==> src/rtl/mi_iq_2.sv <==
// Dual-issue instruction queue between fetch and the two decode slots.
// Circular storage of {inst, pc}. Up to two entries are accepted and up to
// two are retired per cycle. Flushes on redirect.
module mi_iq_2 #(
    parameter int unsigned INST_DW = 32,
    parameter int unsigned INST_AW = 32,
    parameter int unsigned DEPTH   = 8,
    parameter int unsigned PTR_W   = 3
) (
    input  logic               clk,
    input  logic               rst,
    input  logic               flush_i,
    input  logic               in_vld0_i,
    input  logic [INST_DW-1:0] in_inst0_i,
    input  logic [INST_AW-1:0] in_pc0_i,
    input  logic               in_vld1_i,
    input  logic [INST_DW-1:0] in_inst1_i,
    input  logic [INST_AW-1:0] in_pc1_i,
    output logic               in_rdy_o,
    output logic               out_vld0_o,
    output logic [INST_DW-1:0] out_inst0_o,
    output logic [INST_AW-1:0] out_pc0_o,
    output logic               out_vld1_o,
    output logic [INST_DW-1:0] out_inst1_o,
    output logic [INST_AW-1:0] out_pc1_o,
    input  logic [1:0]         deq_cnt_i,
    output logic [PTR_W:0]     cnt_o
);

    localparam int unsigned      CNT_W = PTR_W + 1;
    localparam logic [INST_DW-1:0] NOP = INST_DW'(32'h0000_0013);

    logic [INST_DW-1:0] inst_q [DEPTH];
    logic [INST_AW-1:0] pc_q   [DEPTH];

    logic [PTR_W-1:0] head;
    logic [PTR_W-1:0] tail;
    logic [CNT_W-1:0] count;

    logic [PTR_W-1:0] head_p1;
    logic [PTR_W-1:0] tail_p1;
    logic             rdy;
    logic             wr0;
    logic             wr1;
    logic [1:0]       push;
    logic [1:0]       req;
    logic [1:0]       pop;

    // Enqueue/dequeue amounts: push only with two free slots, pop clamped to occupancy
    always_comb begin
        rdy     = (count <= CNT_W'(DEPTH - 2));
        wr0     = rdy & in_vld0_i;
        wr1     = wr0 & in_vld1_i;
        push    = wr1 ? 2'd2 : (wr0 ? 2'd1 : 2'd0);
        req     = (deq_cnt_i == 2'd3) ? 2'd2 : deq_cnt_i;
        pop     = (CNT_W'(req) > count) ? count[1:0] : req;
        head_p1 = head + PTR_W'(1);
        tail_p1 = tail + PTR_W'(1);
    end

    // Pointer and occupancy update; reset beats flush beats normal traffic
    always_ff @(posedge clk) begin
        if (rst) begin
            head  <= '0;
            tail  <= '0;
            count <= '0;
        end else if (flush_i) begin
            head  <= '0;
            tail  <= '0;
            count <= '0;
        end else begin
            head  <= head + PTR_W'(pop);
            tail  <= tail + PTR_W'(push);
            count <= count + CNT_W'(push) - CNT_W'(pop);
        end
    end

    // Entry storage; slot 0 lands at tail, the younger slot 1 at tail+1
    always_ff @(posedge clk) begin
        if (!rst && !flush_i) begin
            if (wr0) begin
                inst_q[tail] <= in_inst0_i;
                pc_q[tail]   <= in_pc0_i;
            end
            if (wr1) begin
                inst_q[tail_p1] <= in_inst1_i;
                pc_q[tail_p1]   <= in_pc1_i;
            end
        end
    end

    // Decode view of the two oldest entries; invalid slots show a NOP at pc 0
    always_comb begin
        in_rdy_o    = rdy;
        cnt_o       = count;
        out_vld0_o  = (count >= CNT_W'(1));
        out_vld1_o  = (count >= CNT_W'(2));
        out_inst0_o = NOP;
        out_pc0_o   = '0;
        out_inst1_o = NOP;
        out_pc1_o   = '0;
        if (out_vld0_o) begin
            out_inst0_o = inst_q[head];
            out_pc0_o   = pc_q[head];
        end
        if (out_vld1_o) begin
            out_inst1_o = inst_q[head_p1];
            out_pc1_o   = pc_q[head_p1];
        end
    end

endmodule
==> config.mk <==
export PLATFORM = sky130hd
export DESIGN_NAME = mi_iq_2
export DESIGN_NICKNAME = d
export VERILOG_FILES = /design/src/rtl/mi_iq_2.sv
export SDC_FILE = /design/constraint.sdc
export NUM_CORES = 1
export LEC_CHECK = 0
export CAP_MARGIN = 10
export CELL_PAD_IN_SITES_DETAIL_PLACEMENT = 1
export CELL_PAD_IN_SITES_GLOBAL_PLACEMENT = 1
export CORE_UTILIZATION = 36
export DETAILED_ROUTE_END_ITERATION = 7
export PLACE_DENSITY_LB_ADDON = 0.1
export SKIP_LAST_GASP = 1
export SLEW_MARGIN = 40
export SYNTH_ARGS = -nofsm -noshare
export SYNTH_HDL_FRONTEND = slang
export SYNTH_SLANG_ARGS = --single-unit
==> constraint.sdc <==
create_clock -name clk -period 9.16 [get_ports clk]
set_input_delay 1.374 -clock clk [delete_from_list [all_inputs] [get_ports clk]]
set_output_delay 1.374 -clock clk [all_outputs]
set_load 0.02 [all_outputs]
# Yosys cells after proc, flatten, opt, wreduce, memory -nomap -nowiden
# Memory sizes are Yosys's and may differ from the RTL's. A register that Yosys moved wholly into a read port is not among the register bits.
# Index checks and enable logic that the tools add are counted.
[classes]
add_sub_neg = 6
order_cmp = 4
eq_ne = 1
muxes = 16
bitwise = 2
n_reduce_logical = 4
[op_table]
columns = ["op", "count"]
rows = [
  ["$mux W32", 4],
  ["$mux W1", 7],
  ["$add A3 B1 Y3 const B", 2],
  ["$add A3 B2 Y3", 2],
  ["$mux W2", 3],
  ["$mux W3", 2],
  ["$add A4 B2 Y4", 1],
  ["$ge A4 B1 Y1 const B", 1],
  ["$ge A4 B2 Y1 const B", 1],
  ["$gt A2 B4 Y1", 1],
  ["$le A4 B3 Y1 const B", 1],
  ["$sub A4 B2 Y4", 1],
  ["$and A1 B1 Y1", 2],
  ["$eq A2 B2 Y1 const B", 1],
  ["$logic_not A1 Y1", 2],
  ["$reduce_or A2 Y1", 1],
  ["$logic_and A1 B1 Y1", 1],
]
[totals]
regBits = 10
ramBits = 512
in_bits = 135
out_inout_bits = 135
word_cells = 38
memories = 2
[mem_list]
columns = ["memory", "depth", "width", "rd", "rd_ports_with_merged_regs", "write_ports", "line", "rtl"]
rows = [
  ["inst_q", 8, 32, 2, 1, 2, "33", "logic [INST_DW-1:0] inst_q [DEPTH];"],
  ["pc_q", 8, 32, 2, 1, 2, "34", "logic [INST_AW-1:0] pc_q [DEPTH];"],
]

# Depth between registers and ports, before layout
[depth]
word_depth = 6
depth_mapped = 14

# Least setup slack after synthesis
# Ideal clock, no wire load.
[synth_timing]
path_kind = "input to register"
start = "in flush_i"
end = "mem inst_q[0][0] (enable)"
setup_time_ps = 602
t_arrival_ps = 7395
t_required_ps = 8558
path_slack_ps = 1164
stages = 5
n_path_buf = 1
path_cell_list = "nor2b_1 -> clkbuf_1 -> nand2_1 -> or2_2 -> a311oi_1"
[synth_lines]
columns = ["element", "line", "rtl"]
rows = [
  ["start: declaration", "12", "input logic flush_i,"],
  ["end: declaration", "33", ""],
]

# Worst setup path in the final report
[layout_timing]
start = "reg head[0]"
end = "out out_inst1_o[11]"
[layout_between]
elab_chain_len = 3
[layout_rtl]
columns = ["element", "line", "rtl"]
rows = [
  ["start: declaration", "36", "logic [PTR_W-1:0] head;"],
  ["start signal: assignment", "72", "head <= head + PTR_W'(pop);"],
  ["$add A3 B1 Y3", "57", "head_p1 = head + PTR_W'(1);"],
  ["$mem_v2 Z8 W32", "n/a", ""],
  ["$mux W32", "106", "if (out_vld1_o) begin"],
  ["end: declaration", "24", "output logic [INST_DW-1:0] out_inst1_o,"],
]
# Every way passes these cells.

==> flow_summary_export.csv <==
group,metric,value,unit
run_status,status,"finished, final reports clean",
layout,fill_cells,8575,
clock_tree,post_cts_buffers,0,
sta,hold_viol_final,0,
synthesis,synth-xor-area-share,0.221,%
synthesis,yosysSeqAreaShare,49.9,%
synthesis,synth_async_sr_flop_share,0,%
synthesis,synth_fp_nets,2385,
pwr,seqPwrFrac,32.1,%
floorplan,die_area,87800,um2
synthesis,synthMuxAreaShare,34.4,%
route,first_iter_violations,1166,
placement,dp_cells,3526,
global_routing,grt_pass1_vias,23300,
layout,nNetsFinal,2604,
pwr,power_frac_clock,29.9,%
critical_path,timing.rr.start,"tail[0]$_SDFF_PP0_",
global_routing,gr-total-overflow,0,
pwr,p_sw,0.00301,W
synthesis,synth-main-ff-cell,"edfxtp_1",
placement,place_ws,3.50,ns
synthesis,synth_compound_area_share,8.37,%
pwr,p_int,0.00547,W
route,vias,21400,
critical_path,arrival,4.87,ns
route,wire_per_inst,30.6,um
critical_path,timing.rr.end,"pc_q[0][4]$_DFFE_PP_",
sta,tns,0,ns
clock_tree,htree_levels,3,
clock_tree,clockRootBuffer,"clkbuf_16",
placement,port_buffers,269,
clock_tree,ctsHoldBuffers,0,
critical_path,crit_fanout,83,
pwr,switching_share,35.5,%
critical_path,critPathCapture,"out_inst1_o[11]",
synthesis,synthSimpleGateAreaFrac,3.31,%
critical_path,cp-end-kind,"output port",
global_routing,grtUsageTotal,24.9,%
sta,worst_slew_pin_slew,0.854,ns
route,drt-total-wl,112000,um
floorplan,chipWidth,296,um
job,cap_violations,0,
pwr,p_leak,11.5,nW
placement,gp_congestion,0.777,
pwr,ir_worst_vdd,0.152,mV
global_routing,grt_first_pass_wirelength,159000,um
sta,fin_ws,2.92,ns
floorplan,core-area,85500,um2
layout,fin_cells,3648,
synthesis,syn_area_per_cell,14.0,um2
clock_tree,cts.sinks,522,
pwr,cellPowerDensity,227,nW/um2
global_routing,grt_max_degree,151,
sta,period_needed,6.24,ns
sta,fmax,160,MHz
route,drt.antenna.violating_nets,0,
sta,setup_viol,0,
sta,period_share,68.1,%
critical_path,path_class,"flip-flop to output port",
min_path,min_path_type,"flip-flop to flip-flop",
clock_tree,cts_tree,"yes",
clock_tree,path_clk_slew,0.06,ns
synthesis,synth-seq-cells,522,
floorplan,dieHeight,296,um
critical_path,reg2reg_slack,5.34,ns
floorplan,initial_core_util,36.5,%
route,vias_per_cell,5.88,
critical_path,worstSetupStartpoint,"head[0]$_SDFF_PP0_",
route,drc,0,
sta,slew_violations,0,
synthesis,synth_edf_count,512,
synthesis,synth_fa_ha_area_share,0.778,%
critical_path,cp.required,7.79,ns
clock_tree,clk_latency,0.61,ns
clock_tree,post_cts_resized,0,
sta,slew-limit-headroom,41.6,%
clock_tree,cts.path.max_buffers,3,
clock_tree,cts_buffers,67,
global_routing,antenna_found_initial,13,
route,first_pass_iters,5,
layout,syn2layout_area_growth,19.9,%
layout,drive_above_1_share,31.8,%
synthesis,yosysWarnings,0,
placement,dp_hpwl,64000,um
synthesis,synthDistinctLibCells,45,
sta,rsz0062_at_grt,"false",
synthesis,syn-instance-count,2233,
synthesis,synth_top_family_by_area,"multiplexers",
floorplan,io_pins,270,
critical_path,r2r_cells,7,
pwr,p_comb_share,38.0,%
floorplan,rows,107,
critical_path,cp-start-kind,"flip-flop",
synthesis,syn_area,31200,um2
sta,fin_skew,0.0256,ns
[worst min-delay path by stage]
stage / from / end / slack, ns / depth (start not counted)
2_1_floorplan: head[0]$_SDFF_PP0_ / head[0]$_SDFF_PP0_ / 0.58 / 2
3_3_place_gp: head[2]$_SDFF_PP0_ / head[2]$_SDFF_PP0_ / 0.69 / 2
3_5_place_dp: tail[0]$_SDFF_PP0_ / tail[0]$_SDFF_PP0_ / 0.71 / 2
4_1_cts: head[2]$_SDFF_PP0_ / head[2]$_SDFF_PP0_ / 0.72 / 2
5_1_grt: head[2]$_SDFF_PP0_ / head[2]$_SDFF_PP0_ / 0.78 / 2
6_report: head[2]$_SDFF_PP0_ / head[2]$_SDFF_PP0_ / 0.72 / 2
[layer usage]
layer,track usage (%),wire [um]
met1,31.6,48300
met3,4.08,5150
met5,0,177
met4,7.79,3050
met2,43.3,55100
[synthesized netlist by cell type (3+ instances only)]
master,count,share of area (%)
mux2_2,542,20
edfxtp_1,512,49
mux2i_1,322,10
buf_2,85,1.4
clkbuf_1,80,0.96
nand2_1,75,0.90
a221oi_1,67,1.9
nor2b_1,65,1.3
a2111oi_0,61,1.7
a211oi_1,61,1.5
a22oi_1,61,1.5
o22ai_1,61,1.2
mux2_4,60,2.9
mux2_1,32,1.2
inv_1,17,0.20
nor2_1,14,0.17
ha_1,13,0.52
dfxtp_1,10,0.64
nor3_4,8,0.42
a21oi_1,7,0.11
buf_4,7,0.17
buf_6,7,0.25
a22o_1,6,0.17
and2_1,6,0.12
buf_1,6,0.072
mux4_2,6,0.43
o21ai_0,6,0.096
nand2b_1,5,0.10
fa_1,4,0.26
or2_2,3,0.060
xnor2_1,3,0.084
xor2_1,3,0.084
[registers in the layout, indices dropped and copies added, names as in the netlist]
| register | flops |
|---|---|
| head | 3 |
| pc_q | 256 |
| tail | 3 |
| inst_q | 256 |
| cnt_o | 4 |
[cell usage in the layout, fill, tap and decap left out, types with 61 or more instances in the layout]
| cell type | instances |
|---|---|
| mux2_2 | 542 |
| edfxtp_1 | 512 |
| mux2i_1 | 322 |
| clkdlybuf4s50_1 | 269 |
| nand2_1 | 72 |
| clkbuf_16 | 71 |
| nor2b_1 | 64 |
| a22oi_1 | 61 |
| a221oi_1 | 61 |
| a211oi_1 | 61 |
| o22ai_1 | 61 |
[power by group through the flow]
stage	combinational [W]	sequential [W]	clock, W
after floorplan	0.00171	0.00277	0
after global placement	0.00317	0.00277	0
after detailed placement	0.00324	0.00277	0
after CTS	0.00325	0.00272	0.00260
after global routing	0.00340	0.00273	0.00267
final	0.00322	0.00272	0.00253
[area by class of cell]
| cell class | count | area [um2] | share of cell area (%) |
|---|---|---|---|
| well taps | 1144 | 1430 | 3.83 |
| multi-input cells | 1509 | 14900 | 39.9 |
| flip-flops and latches | 522 | 15600 | 41.6 |
| clock buffers | 92 | 1860 | 4.96 |
| clock inverters | 27 | 196 | 0.525 |
| repair buffers | 335 | 3340 | 8.94 |
| inverters | 17 | 63.8 | 0.171 |
| diodes | 2 | 5.00 | 0.0134 |
[worst max-delay path, stage by stage, from the launching register on]
cell and delay, ns:
dfxtp_4 0.73, ha_4 0.77, buf_12 0.45, buf_16 0.39
mux2_2 0.26, o22ai_1 0.08, a2111oi_1 0.69, clkdlybuf4s50_1 0.74
[cells by family after synthesis]
group,Yosys count
xor gates and xnor gates,7
AOI/OAI and AO/OA,338
buffers and inverters,202
adders and majority gates,17
and+or+nand+nor,185
muxes,962
DFF,522
[through the flow]
stage	utilization [%]	power (W)	hold WS (ns)	area [um2]
final	43.7	0.00848	0.723	37400
after global routing	43.7	0.00880	0.782	37400
after CTS	43.7	0.00858	0.721	37400
after detailed placement	41.3	0.00601	0.711	35300
after global placement	41.1	0.00594	0.695	35100
after floorplan	-	0.00448	0.578	31200
Note: power is estimated with default switching activity, not from simulation.
